<file path="config.mk">
export PLATFORM = sky130hd
export DESIGN_NAME = seq_det_ctrl
export DESIGN_NICKNAME = d
export VERILOG_FILES = /design/src/rtl/seq_det_ctrl.sv
export SDC_FILE = /design/constraint.sdc
export NUM_CORES = 1
export LEC_CHECK = 0
export BUFFER_PORTS_ARGS = -buffer_cell sky130_fd_sc_hd__buf_2
export CORE_AREA = 8 8 51 73
export CTS_CLUSTER_SIZE = 30
export DETAILED_ROUTE_END_ITERATION = 6
export DIE_AREA = 0 0 59 81
export PLACE_DENSITY = 0.81
export SLEW_MARGIN = 10
export SYNTH_ARGS = -nofsm -noshare
export SYNTH_HDL_FRONTEND = slang
export SYNTH_SLANG_ARGS = --single-unit
</file>
<file path="constraint.sdc">
create_clock -name clk -period 3.2 [get_ports clk]
set_input_delay 0.32 -clock clk [delete_from_list [all_inputs] [get_ports clk]]
set_output_delay 0.32 -clock clk [all_outputs]
set_load 0.02 [all_outputs]
</file>
<file path="src/rtl/seq_det_ctrl.sv">
// rtl/seq_det_ctrl.sv - word-level sequencer for a bit-serial Mealy "1011" detector.
// Optional SEQ_DET_CTRL_KEEP_EN adds keep_state to skip the detector clear between words.
module seq_det_ctrl #(
  parameter int WIDTH = 8,
  parameter int CNT_W = 8
) (
  input  logic             clk,
  input  logic             rst,
  input  logic             in_valid,
  input  logic [WIDTH-1:0] in_data,
`ifdef SEQ_DET_CTRL_KEEP_EN
  input  logic             keep_state,
`endif
  output logic             in_ready,
  output logic             det_rst,
  output logic             det_d_in,
  input  logic             det_d_out,
  output logic             busy,
  output logic             done,
  output logic [WIDTH-1:0] match_pos,
  output logic [CNT_W-1:0] match_total
);

  localparam int K_W = $clog2(WIDTH);
  localparam logic [K_W-1:0]   K_LAST  = K_W'(WIDTH - 1);
  localparam logic [WIDTH-1:0] MSB_ONE = {1'b1, {(WIDTH-1){1'b0}}};
  localparam logic [CNT_W-1:0] CNT_MAX = '1;

  typedef enum logic [1:0] {S_IDLE, S_CLEAR, S_SHIFT, S_DONE} state_t;

  state_t           state_q;
  logic [WIDTH-1:0] shift_q;
  logic [WIDTH-1:0] match_pos_q;
  logic [CNT_W-1:0] total_q;
  logic [K_W-1:0]   k_q;
  logic             skip_clear;
  logic [WIDTH-1:0] hit_mask;

`ifdef SEQ_DET_CTRL_KEEP_EN
  assign skip_clear = keep_state;
`else
  assign skip_clear = 1'b0;
`endif

  // Bit k of the scan lands in match_pos[WIDTH-1-k] because words go out MSB-first.
  assign hit_mask = MSB_ONE >> k_q;

  always_ff @(posedge clk) begin
    if (rst) begin
      state_q     <= S_IDLE;
      shift_q     <= '0;
      match_pos_q <= '0;
      total_q     <= '0;
      k_q         <= '0;
    end else begin
      case (state_q)
        S_IDLE: begin
          if (in_valid) begin
            shift_q     <= in_data;
            match_pos_q <= '0;
            k_q         <= '0;
            state_q     <= skip_clear ? S_SHIFT : S_CLEAR;
          end
        end
        S_CLEAR: state_q <= S_SHIFT;
        S_SHIFT: begin
          if (det_d_out) begin
            match_pos_q <= match_pos_q | hit_mask;
            if (total_q != CNT_MAX) total_q <= total_q + 1'b1;
          end
          shift_q <= shift_q << 1;
          k_q     <= k_q + 1'b1;
          if (k_q == K_LAST) state_q <= S_DONE;
        end
        S_DONE:  state_q <= S_IDLE;
        default: state_q <= S_IDLE;
      endcase
    end
  end

  assign in_ready    = (state_q == S_IDLE) && !rst;
  assign det_rst     = rst || (state_q == S_CLEAR);
  assign det_d_in    = (state_q == S_SHIFT) && shift_q[WIDTH-1];
  assign busy        = (state_q == S_CLEAR) || (state_q == S_SHIFT);
  assign done        = (state_q == S_DONE);
  assign match_pos   = match_pos_q;
  assign match_total = total_q;

endmodule

</file>
==> results.py <==
metrics = {
    "detailed_routing": {
        "drc": 0,
        "viasPerCell": 5.30,
        "first_pass_iters": 4,
        "vias": 1187,
        "drt_iter0_markers": 26,
        "ant_nets": 0,
        "wire_per_inst_um": 14.3,
        "wirelength_mm": 3.21,
    },
    "pwr": {
        "switchingPower_mw": 0.518,
        "pwr-share-clk_pct": 27.8,
        "powerDensity_nw_per_um2": 800,
        "power.leakage_nw": 0.744,
        "combPwrFrac_pct": 37.6,
        "peakVddDrop_mv": 0.629,
        "seqPwrFrac_pct": 34.6,
        "total_power_mw": 1.40,
        "switching_share_pct": 37.0,
        "p_int_mw": 0.884,
    },
    "timing": {
        "tightest_slew_ps": 511,
        "min_period_ps": 2050,
        "final_min_period_over_clock_period_pct": 64.2,
        "skew_ps": 4.35,
        "setup_ws_ps": 1150,
        "hold_slack_ps": 280,
        "relSlewSlack_pct": 65.0,
        "clock.fmax_ghz": 0.487,
        "setup_viol_count_final": 0,
        "hold_violations": 0,
        "slew_violations": 0,
        "final.setup.tns_ps": 0,
        "rsz0062_at_grt": "no",
    },
    "clock_tree": {
        "cts_setup_buffers": 0,
        "tritoncts": "done",
        "insertion_delay_ps": 280,
        "h-tree-depth": 2,
        "clk_path_buf_depth": 2,
        "path_clk_slew_ps": 60,
        "cts-root-buf": "clkbuf_8",
        "cts_buffers": 5,
        "cts_resized": 0,
        "cts.sinks": 29,
        "holdBufCountCts": 0,
    },
    "synth": {
        "synth_top_area_share_pct": 39.8,
        "ys_seq_area_share_pct": 39.8,
        "synth_cell_types": 33,
        "synth_cells": 152,
        "yosys_most_used_dff": "dfxtp_1",
        "synth.top_cells.by_count": "dfxtp_1, nor2_1, ha_1",
        "synth.net_count": 176,
        "synth-seq-cells": 29,
        "ys_top_cells_by_area": "dfxtp_1, ha_1, nor2_1",
        "async_flop_share_pct": 0,
        "synth-edff-count": 0,
        "syn_avg_cell_area_um2": 9.59,
        "yosys.area.top_type": "dfxtp_1",
        "yosys_warnings": 0,
        "syn-cell-area_um2": 1460,
    },
    "die": {
        "die_x_um": 59,
        "rows": 23,
        "floorplan.die_area_um2": 4780,
        "initial_core_util_pct": 55.1,
        "coreArea_um2": 2650,
        "fp.dieH_um": 81,
        "io_pins": 33,
    },
    "critical_path": {
        "critPathLaunchType": "register",
        "r2r_cells": 7,
        "critPathTopFamily": "buffers and inverters",
        "cpPeakStageDelay_ps": 410,
        "cp-startpoint": "state_q[0]$_SDFFE_PP0P_",
        "critical_path_buf_inv_count": 3,
        "critPathRequiredTime_ps": 2880,
        "reg2reg_to": "shift_q[1]$_SDFFE_PP0P_",
        "worst-setup-path-type": "register to output pin",
        "worstSetupEndpointType": "output pin",
        "r2r-start": "state_q[0]$_SDFFE_PP0P_",
        "slowest_stage": "ha_1",
        "reg2reg_slack_ps": 1280,
        "path_cells": "inv_1, ha_1, buf_4, and2_1, buf_2",
        "crit_end": "det_d_in",
        "cp_max_fo": 13,
        "path_depth": 5,
        "arrival_ps": 1730,
    },
    "global_routing": {
        "first_global_vias": 1279,
        "antenna_found_initial": 0,
        "grt_first_pass_wirelength_mm": 5.69,
        "grt-ovfl-total": 0,
        "track_usage_pct": 15.4,
        "grt_max_degree": 25,
    },
    "placed_design": {
        "gp_congestion": 0.843,
        "dp_hpwl_mm": 2.49,
        "post-place-cells": 216,
        "io_buffers": 32,
        "place_ws_ps": 1300,
    },
    "flow_run": {
        "drv_cap": 0,
    },
    "layout": {
        "fill_cells": 244,
        "diodes": 0,
        "nNetsFinal": 210,
        "fin_cells": 224,
        "area_delta_synth_final_pct": 20.3,
        "drive_gt1_share_pct": 26.7,
    },
    "worst_hold_path": {
        "hold_class": "input pin to register",
    },
    "run_status": {
        "status": "finished clean",
    },
}
[kinds of logic after synthesis]
family / Yosys count / synth area share [%]
xor gates and xnor gates: 6 / 3.61
adders and majority gates: 12 / 10.3
muxes: 10 / 6.87
AOI/OAI and AO/OA: 29 / 16.3
buffers and inverters: 15 / 4.72
and+or+nand+nor: 51 / 18.4
DFF: 29 / 39.8
[layout make-up]
class                           instances  area [µm²]  share of cell area [%]
Sequential cell                        29         581                    33.1
Multi-Input combinational cell        108         808                    46.1
Clock buffer                            7        86.3                    4.93
Tap cell                               37        46.3                    2.64
Inverter                                9        33.8                    1.93
Clock inverter                          1        30.0                    1.71
Timing Repair Buffer                   33         168                    9.56
[through the flow]
stage / instance area (µm²) / utilization, %
after floorplan: 1460 / -
after global placement: 1640 / 61.8
after detailed placement: 1640 / 61.8
after CTS: 1750 / 66.2
after global routing: 1750 / 66.2
final: 1750 / 66.2
[worst min-delay path: stages]
cell and delay, ps:
buf_2 80, a22oi_1 50, nor2_1 80
[how the worst min path moves through the flow]
stage	depth (start not counted)	endpoint	slack [ps]	startpoint
global route	3	shift_q[0]$_SDFFE_PP0P_	300	in_data[0]
floorplan	1	state_q[0]$_SDFFE_PP0P_	400	rst
finish	3	shift_q[0]$_SDFFE_PP0P_	280	in_data[0]
CTS	3	shift_q[0]$_SDFFE_PP0P_	280	in_data[0]
detailed placement	2	match_pos[6]$_SDFFE_PP0P_	450	match_pos[6]$_SDFFE_PP0P_
global placement	2	match_pos[1]$_SDFFE_PP0P_	450	match_pos[1]$_SDFFE_PP0P_
[power by group through the flow]
stage / clock network, mW / logic (mW) / registers, mW
finish: 0.390 / 0.528 / 0.485
global route: 0.415 / 0.596 / 0.496
CTS: 0.397 / 0.534 / 0.485
detailed placement: 0 / 0.531 / 0.492
global placement: 0 / 0.500 / 0.486
floorplan: 0 / 0.425 / 0.490
[state kept, by name, indices dropped and copies added (netlist names)]
register     count
shift_q          8
state_q          2
match_pos        8
match_total      8
k_q              3
[placed cells by master (no fill, tap or decap)]
cell type and n:
a2111oi_4 2, a211oi_1 9, a211oi_2 1, a21oi_1 10, a22oi_1 1, a31oi_1 3, a32oi_1 2, and2_1 1
and2b_1 1, and3_4 1, and4_4 1, buf_2 32, buf_4 1, bufinv_16 1, clkbuf_1 1, clkbuf_8 6
dfxtp_1 29, ha_1 12, inv_1 9, mux2i_1 10, nand2_1 5, nand2_4 1, nand2b_1 1, nand3_1 3
nor2_1 29, nor2_4 1, nor2b_1 1, nor3_1 2, nor4b_4 1, o41ai_1 1, or2_2 2, or4_1 1
xnor2_1 6
[layer usage]
metal	global-route usage (%)	vias up	share of wire, %
li1	-	590	-
met4	9.13	0	2.3
met5	0	-	0
met1	15.6	562	40
met3	5.37	6	5.8
met2	26.5	29	51
No activity file was read; power rests on OpenSTA's default activity.
